===== src/rtl/regfile_pkg.sv =====
// ============================================================================
//  Module   : regfile_pkg
//  Brief    : Shared widths, index/data types and the hardwired-zero index
//             for the regfile_mp register file.
//  Revision : 1.0
// ============================================================================
`default_nettype none

package regfile_pkg;

    localparam int REGFILE_ADDR_WIDTH = 5;
    localparam int REGFILE_DATA_WIDTH = 32;

    typedef logic [REGFILE_ADDR_WIDTH-1:0] reg_idx_t;
    typedef logic [REGFILE_DATA_WIDTH-1:0] reg_data_t;

    localparam reg_idx_t ZERO_REG = '0;

endpackage

`default_nettype wire


===== src/rtl/regfile_scoreboard.sv =====
// ============================================================================
//  Module   : regfile_scoreboard
//  Brief    : Busy vector tracking outstanding producers; priority is
//             flush > issue-set > write-clear.
//  Revision : 1.0
// ============================================================================
`default_nettype none

module regfile_scoreboard
    import regfile_pkg::*;
#(
    parameter int ADDR_WIDTH = REGFILE_ADDR_WIDTH
) (
    input  logic                       clk,
    input  logic                       rst,
    input  logic                       wen_i,
    input  logic [ADDR_WIDTH-1:0]      waddr_i,
    input  logic                       issue_valid_i,
    input  logic [ADDR_WIDTH-1:0]      issue_rd_i,
    input  logic                       flush_i,
    output logic [(2**ADDR_WIDTH)-1:0] busy_o,
    output logic                       busy_any_o
);

    localparam int NUM_REGS = 2**ADDR_WIDTH;
    localparam logic [ADDR_WIDTH-1:0] ZERO_IDX = ADDR_WIDTH'(ZERO_REG);

    logic [NUM_REGS-1:0] busy_q;
    logic [NUM_REGS-1:0] busy_d;

    // Later assignments override earlier ones, which encodes the priority.
    always_comb begin
        busy_d = busy_q;
        if (wen_i && (waddr_i != ZERO_IDX)) begin
            busy_d[waddr_i] = 1'b0;
        end
        if (issue_valid_i && (issue_rd_i != ZERO_IDX)) begin
            busy_d[issue_rd_i] = 1'b1;
        end
        if (flush_i) begin
            busy_d = '0;
        end
    end

    always_ff @(posedge clk or posedge rst) begin
        if (rst) begin
            busy_q <= '0;
        end else begin
            busy_q <= busy_d;
        end
    end

    assign busy_o     = busy_q;
    assign busy_any_o = |busy_q;

endmodule

`default_nettype wire


===== src/rtl/regfile_mp.sv =====
// ============================================================================
//  Module   : regfile_mp
//  Brief    : Multi-read-port register file (x0 hardwired to zero) with busy
//             scoreboard. Define REGFILE_BYPASS_EN for write-to-read forwarding.
//  Revision : 1.0
// ============================================================================
`default_nettype none

module regfile_mp
    import regfile_pkg::*;
#(
    parameter int ADDR_WIDTH = REGFILE_ADDR_WIDTH,
    parameter int DATA_WIDTH = REGFILE_DATA_WIDTH,
    parameter int NUM_RPORTS = 2
) (
    input  logic                             clk,
    input  logic                             rst,
    input  logic                             wen,
    input  logic [ADDR_WIDTH-1:0]            waddr,
    input  logic [DATA_WIDTH-1:0]            wdata,
    input  logic [NUM_RPORTS*ADDR_WIDTH-1:0] raddr,
    output logic [NUM_RPORTS*DATA_WIDTH-1:0] rdata,
    output logic [NUM_RPORTS-1:0]            rbusy,
    input  logic                             issue_valid,
    input  logic [ADDR_WIDTH-1:0]            issue_rd,
    input  logic                             flush,
    output logic                             busy_any
);

    localparam int NUM_REGS = 2**ADDR_WIDTH;
    localparam logic [ADDR_WIDTH-1:0] ZERO_IDX = ADDR_WIDTH'(ZERO_REG);

    logic [DATA_WIDTH-1:0] rf_q [NUM_REGS];
    logic [NUM_REGS-1:0]   w_busy_vec;
    logic                  w_wr_act;

    assign w_wr_act = wen && (waddr != ZERO_IDX);

    always_ff @(posedge clk or posedge rst) begin
        if (rst) begin
            for (int i = 0; i < NUM_REGS; i++) begin
                rf_q[i] <= '0;
            end
        end else if (w_wr_act) begin
            rf_q[waddr] <= wdata;
        end
    end

    regfile_scoreboard #(
        .ADDR_WIDTH (ADDR_WIDTH)
    ) u_scoreboard (
        .clk           (clk),
        .rst           (rst),
        .wen_i         (wen),
        .waddr_i       (waddr),
        .issue_valid_i (issue_valid),
        .issue_rd_i    (issue_rd),
        .flush_i       (flush),
        .busy_o        (w_busy_vec),
        .busy_any_o    (busy_any)
    );

    for (genvar p = 0; p < NUM_RPORTS; p++) begin : g_rport
        logic [ADDR_WIDTH-1:0] w_idx;
        logic [DATA_WIDTH-1:0] w_data;
        logic                  w_busy;

        assign w_idx = raddr[p*ADDR_WIDTH +: ADDR_WIDTH];

        // x0 masking is applied last so it overrides any forwarded value.
        always_comb begin
            w_data = rf_q[w_idx];
            w_busy = w_busy_vec[w_idx];
`ifdef REGFILE_BYPASS_EN
            if (w_wr_act && (w_idx == waddr)) begin
                w_data = wdata;
                w_busy = 1'b0;
            end
`endif
            if (w_idx == ZERO_IDX) begin
                w_data = '0;
                w_busy = 1'b0;
            end
        end

        assign rdata[p*DATA_WIDTH +: DATA_WIDTH] = w_data;
        assign rbusy[p]                          = w_busy;
    end

endmodule

`default_nettype wire


===== config.mk =====
export PLATFORM = sky130hd
export DESIGN_NAME = regfile_mp
export DESIGN_NICKNAME = d
export VERILOG_FILES = /design/src/rtl/regfile_pkg.sv /design/src/rtl/regfile_scoreboard.sv /design/src/rtl/regfile_mp.sv
export SDC_FILE = /design/constraint.sdc
export NUM_CORES = 2
export LEC_CHECK = 0
export BUFFER_PORTS_ARGS = -buffer_cell sky130_fd_sc_hd__buf_2
export CAP_MARGIN = 20
export CELL_PAD_IN_SITES_DETAIL_PLACEMENT = 1
export CELL_PAD_IN_SITES_GLOBAL_PLACEMENT = 2
export CORE_ASPECT_RATIO = 0.75
export CORE_UTILIZATION = 39
export DETAILED_ROUTE_END_ITERATION = 12
export PLACE_DENSITY_LB_ADDON = 0.1
export SLEW_MARGIN = 20
export SYNTH_ARGS = -nofsm -noshare
export SYNTH_HDL_FRONTEND = slang
export SYNTH_SLANG_ARGS = --single-unit

===== constraint.sdc =====
create_clock -name clk -period 45 [get_ports clk]
set_input_delay 2.25 -clock clk [delete_from_list [all_inputs] [get_ports clk]]
set_output_delay 2.25 -clock clk [all_outputs]
set_load 0.01 [all_outputs]

== Word level (Yosys, flattened, before mapping) ==
Cells that the tools add are included.
Widths: inputs -> output; s select.

* Bits of input ports: 57
* Logic and storage cells: 83
* Memory bits (writable): 0
* Output and inout bits: 67
* Memories: 0
* Memory bits (read-only): 0
* Flip-flop bits (word level): 1,056
* Bits in latches: 0

* Equality and inequality tests: 0
* Reduce and logical (&&, ||, !) cells: 10
* Add/sub/neg operators: 0
* Multiplexer cells: 24
* Bitwise gates (word level): 6
* Shift-type cells: 0
* Div/mod/pow operators: 0
* $lt $le $gt $ge: 10
* Multiply operators: 0

{| class="wikitable"
|+ Operator list
! kind !! count
|-
| $bwmux 1024 || 1
|-
| $bmux 32 s5 || 2
|-
| $mux 32 || 10
|-
| $demux 32 s5 || 1
|-
| $and 32x32->32 || 1
|-
| $not 32->32 || 1
|-
| $or 32x32->32 || 1
|-
| $reduce_or 32->1 || 1
|-
| $lt 5x6->1 const B || 4
|-
| $ge 6x6->1 const B || 3
|-
| $not 5->6 || 3
|-
| $bmux 1 s5 || 2
|-
| $demux 1 s5 || 2
|-
| $ge 5x1->1 const B || 2
|-
| $logic_not 5->1 || 2
|-
| $reduce_bool 5->1 || 2
|-
| $lt 6x1->1 const B || 1
|-
| $mux 1 || 6
|-
| $logic_and 1x1->1 || 5
|}

== Depth between registers and ports, before layout ==
* Depth in word-level cells: 10
* Mapped depth: 8
* Mapped depth without buffers: 4

== Cells and area by module ==
Synthesis repeated with hierarchy kept, for this count alone.

* Cells, all modules: 3,828
* Area total of the unflattened synthesis: 57,483.9 um^2

{| class="wikitable"
|+ By module, submodules not included
! module !! times used !! cells each !! area each (um^2)
|-
| regfile_mp || 1 || 3,656 || 55,876.1
|-
| regfile_scoreboard || 1 || 172 || 1,607.8
|}

== Worst setup path after synthesis ==
OpenSTA, ideal clock, no wires.

* Path kind: input to output
* From: input raddr[1]
* To: output rbusy[0]
* Data required time: 42,750 ps
* Path slack: 39,113 ps
* Arrival time: 3,637 ps
* Stages: 7
* Path through: buf_6 -> buf_6 -> mux4_2 -> mux2_2 -> o21ai_0 -> a311oi_1 -> buf_4

* Cells in the longest elaborated chain, start to end: 3
* Elaborated cells on any way between the ends: 4
* Those cells by class: 3 x mux; 1 x reduce/logical

{| class="wikitable"
|+ RTL lines
! item !! line !! text
|-
| start, declared || regfile_mp.sv:21 || <nowiki>input logic [NUM_RPORTS*ADDR_WIDTH-1:0] raddr,</nowiki>
|-
| $bmux 1 s5 || regfile_mp.sv:73 || <nowiki>w_busy = w_busy_vec[w_idx];</nowiki>
|-
| $mux 1 (implied by the code) || regfile_mp.sv:73 ||
|-
| $mux 1 * || regfile_mp.sv:80 || <nowiki>if (w_idx == ZERO_IDX) begin</nowiki>
|-
| end, declared || regfile_mp.sv:23 || <nowiki>output logic [NUM_RPORTS-1:0] rbusy,</nowiki>
|}

Mark *: on every way between the ends. The rest lies on a longest branch, timed or not. The select of a mux whose other input is x is not followed.

== Worst setup path in the final report ==
* From: input raddr[2]
* To: output rdata[23]

* Cells in the longest elaborated chain, start to end: 5
* Elaborated cells on any way between the ends: 6
* Those cells by class: 4 x mux; 1 x bitwise; 1 x reduce/logical

{| class="wikitable"
|+ RTL lines
! item !! line !! text
|-
| $not 5->6 (implied by the code) || regfile_mp.sv:72 || <nowiki>w_data = rf_q[w_idx];</nowiki>
|-
| $bmux 32 s5 || regfile_mp.sv:72 ||
|-
| $mux 32 (implied by the code) (2 in series) || regfile_mp.sv:72 ||
|-
| $mux 32 * || regfile_mp.sv:80 ||
|-
| end, declared || regfile_mp.sv:22 || <nowiki>output logic [NUM_RPORTS*DATA_WIDTH-1:0] rdata,</nowiki>
|}

Marked as above.

==> impl_metrics.json <==
{
  "status": "complete, no violations",
  "timing.final.setup_violations": 0,
  "postSynth.asyncResetShare_pct": 100,
  "rsz0062_at_grt": "no",
  "area_of_all_sequential_standard_cells_um2": 26400,
  "synth_area_leaders": "dfrtp_1 46%, mux2_2 20%, mux4_2 18%, mux2i_1 2.3%, buf_2 1.3%",
  "syn_area_per_cell_um2": 14.9,
  "root_buffer": "clkbuf_16",
  "tritoncts_buffer_count": 116,
  "place_hpwl_um": 122000,
  "multi_input_area_um2": 28200,
  "synth_cell_type_count": 51,
  "min_period_ps": 8520,
  "port_buf_inserts": 123,
  "synth_top_area_cell": "dfrtp_1",
  "totalNegativeSetupSlack_ps": 0,
  "timing.critical_path.slowest_stage_cell": "buf_4",
  "routabilityCongestion": 0.780,
  "synthesis.nets": 3882,
  "power-per-cell-area_nw_per_um2": 45.3,
  "final_antenna_net_count": 0,
  "timing.final.crit_share_pct": 18.9,
  "globalRoute.totalOverflow": 0,
  "post_cts_resized": 0,
  "grt_max_degree": 188,
  "final.fill_count": 14063,
  "timing.max_cap.violations": 0,
  "post_drt_wl_per_cell_um": 38.3,
  "grt_util_all_layers_pct": 29.8,
  "start_util_pct": 39.3,
  "worstPathCellList": "buf_8, buf_4, buf_4, mux2i_1, a221oi_1, o21ai_1, a311oi_1, buf_2",
  "start_to_end_type_of_the_worst_setup_path": "in -> out",
  "crit_path_start_kind": "primary input",
  "timing.critical_path.to_type": "output port",
  "floorplan.die.width_um": 444,
  "core_region_area_um2": 145000,
  "post_synth_inst_count": 3825,
  "cts_hold_buffers_added": 0,
  "post_synth_instance_area_um2": 57100,
  "design.final.nets": 3760,
  "grt_pass1_wl_um": 315000,
  "synth_seq_area_share_pct": 46.3,
  "antenna_violations_before_repair": 7,
  "hold_viol_final": 0,
  "drt_iter0_markers": 3205,
  "die_height_um": 333,
  "dominant_synthesized_flop_cell": "dfrtp_1",
  "yosysWarningCount": 0,
  "detailroute.via_count": 37266,
  "flow.area_growth_from_synthesis_pct": 9.65,
  "floorplan.die_area_um2": 148000,
  "cp_slowest_stage_delay_ps": 880,
  "postRouteWirelength_um": 218000,
  "cts.reportedPaths.clkPinSlew_ps": 60,
  "ctsHtreeMaxLevel": 3,
  "cellLeakagePower_nw": 26.9,
  "cts-root-to-sink-buffers": 3,
  "finalClockSkew_ps": 0,
  "clkSinkCount": 1056,
  "most_frequent_cell_on_the_critical_path": "buf_4",
  "synth_top_area_share_pct": 46.3,
  "critPathArrivalTime_ps": 6270,
  "timing.max_slew.rel_slack_pct": 24.2,
  "drt_pre_antenna_iters": 5,
  "yosys_register_bits": 1056,
  "cts_tree": "yes",
  "critPathRequiredTime_ps": 42750,
  "detail_route.vias_per_cell": 6.53,
  "clock_latency_ps": 750,
  "worstHoldPathType": "reg -> reg",
  "critical_path.max_fanout": 58,
  "first_global_vias": 40207,
  "timing_worst_slew_pin_value_ps": 1140,
  "placementRows": 121,
  "max_freq_ghz": 0.117,
  "post-layout-total-power_w": 0.00283,
  "cts_setup_buffers": 0,
  "drive_above_1_share_pct": 50.8,
  "timing.final.max_slew_violations": 0,
  "drc": 0,
  "synth_edf_count": 0,
  "design.portCount": 124,
  "vdd_drop_max_mv": 0.0257
}
==> cells in the mapped netlist, types with 50 or more instances <==
master	number
dfrtp_1	1056
nor2b_1	74
a22oi_1	84
buf_6	53
mux2_2	1008
nand2_1	57
a211oi_1	66
mux4_2	450
mux2i_1	132
buf_4	63
buf_2	144
a311oi_1	65
o21ai_1	52
o21ai_0	65
clkbuf_1	189
mux2_1	50
==> critical path: cells and delay by family <==
kind / cells / cell delay [ps]
buf+inv: 4 / 2470
compound gates: 3 / 1210
mux: 1 / 180
==> final cells by class <==
class	count	area share, %
clock inverter	42	0.836
timing repair buffer	217	2.35
sequential	1056	42.2
inverter	5	0.0500
multi-input combinational	2307	45.1
antenna	4	0.0160
clock buffer	169	5.58
tap	1906	3.81
==> flip-flops by register name, summed over array words and instances, names as in the netlist <==
| signal | count |
|---|---|
| rf_q | 1024 |
| u_scoreboard.busy_o | 32 |
==> per-layer routing <==
layer,global-route usage (%),routed length [µm],up-vias
met4,8.97,6950,0
met5,0,0,-
li1,-,-,14587
met3,5.15,13500,366
met1,43.4,98600,20913
met2,45.3,99300,1400
==> cells in the final DEF (no fill, tap or decap), drive strengths merged, types with 8 or more instances in the layout <==
master,instances
a211oi,66
a21oi,10
a221oi,49
a22oi,84
a311oi,66
and2,10
buf,217
bufinv,11
clkbuf,169
clkinv,23
dfrtp,1056
mux2,1058
mux2i,132
mux4,462
nand2,57
nand2b,14
nand3,10
nor2,41
nor2b,74
nor4,8
o2111ai,17
o21ai,117
==> power by group <==
group          switching [W]  leakage [nW]  internal (W)
Sequential          0.000137          13.6       0.00112
Clock               0.000419          1.98      0.000597
Combinational       0.000238          11.3      0.000316
==> metrics by stage <==
stage                     utilization, %  hold slack, ps  std cells  cell area, µm²  worst slack [ps]
after global placement              40.3             378       5489           58500             36480
after floorplan                        -             441       3825           57100             13030
after CTS                           43.0             397       5700           62500             36470
after detailed placement            40.3             384       5489           58500             36480
final                               43.1             394       5706           62600             36480
after global routing                43.1             409       5703           62600             36390
==> path summary, 6_finish.rpt <==
path / slack, ps / end / start / cells after the start
hold reg to reg: 390 / rf_q[1023] / rf_q[1023] / 0
hold / removal: 390 / rf_q[1023] / rf_q[1023] / 0
setup / recovery: 36480 / rdata[23] / raddr[2] / 8
max in group asynchronous: 39200 / rf_q[620] / rst / 6
min in group asynchronous: 1700 / rf_q[988] / rst / 2
setup reg to reg: 44160 / u_scoreboard.busy_o[9] / u_scoreboard.busy_o[9] / 2
==> cells by family (layout without fill, tap and decap cells) <==
| group | count (synthesis) | in the layout | share of synthesized area (%) |
|---|---|---|---|
| muxes | 1652 | 1652 | 41.5 |
| DFF | 1056 | 1056 | 46.3 |
| buffers and inverters | 462 | 433 | 4.59 |
| AOI/OAI and AO/OA | 412 | 412 | 5.18 |
| and+or+nand+nor | 243 | 243 | 2.39 |
| other | 0 | 4 | 0 |
Note: power is estimated with default switching activity, not from simulation.
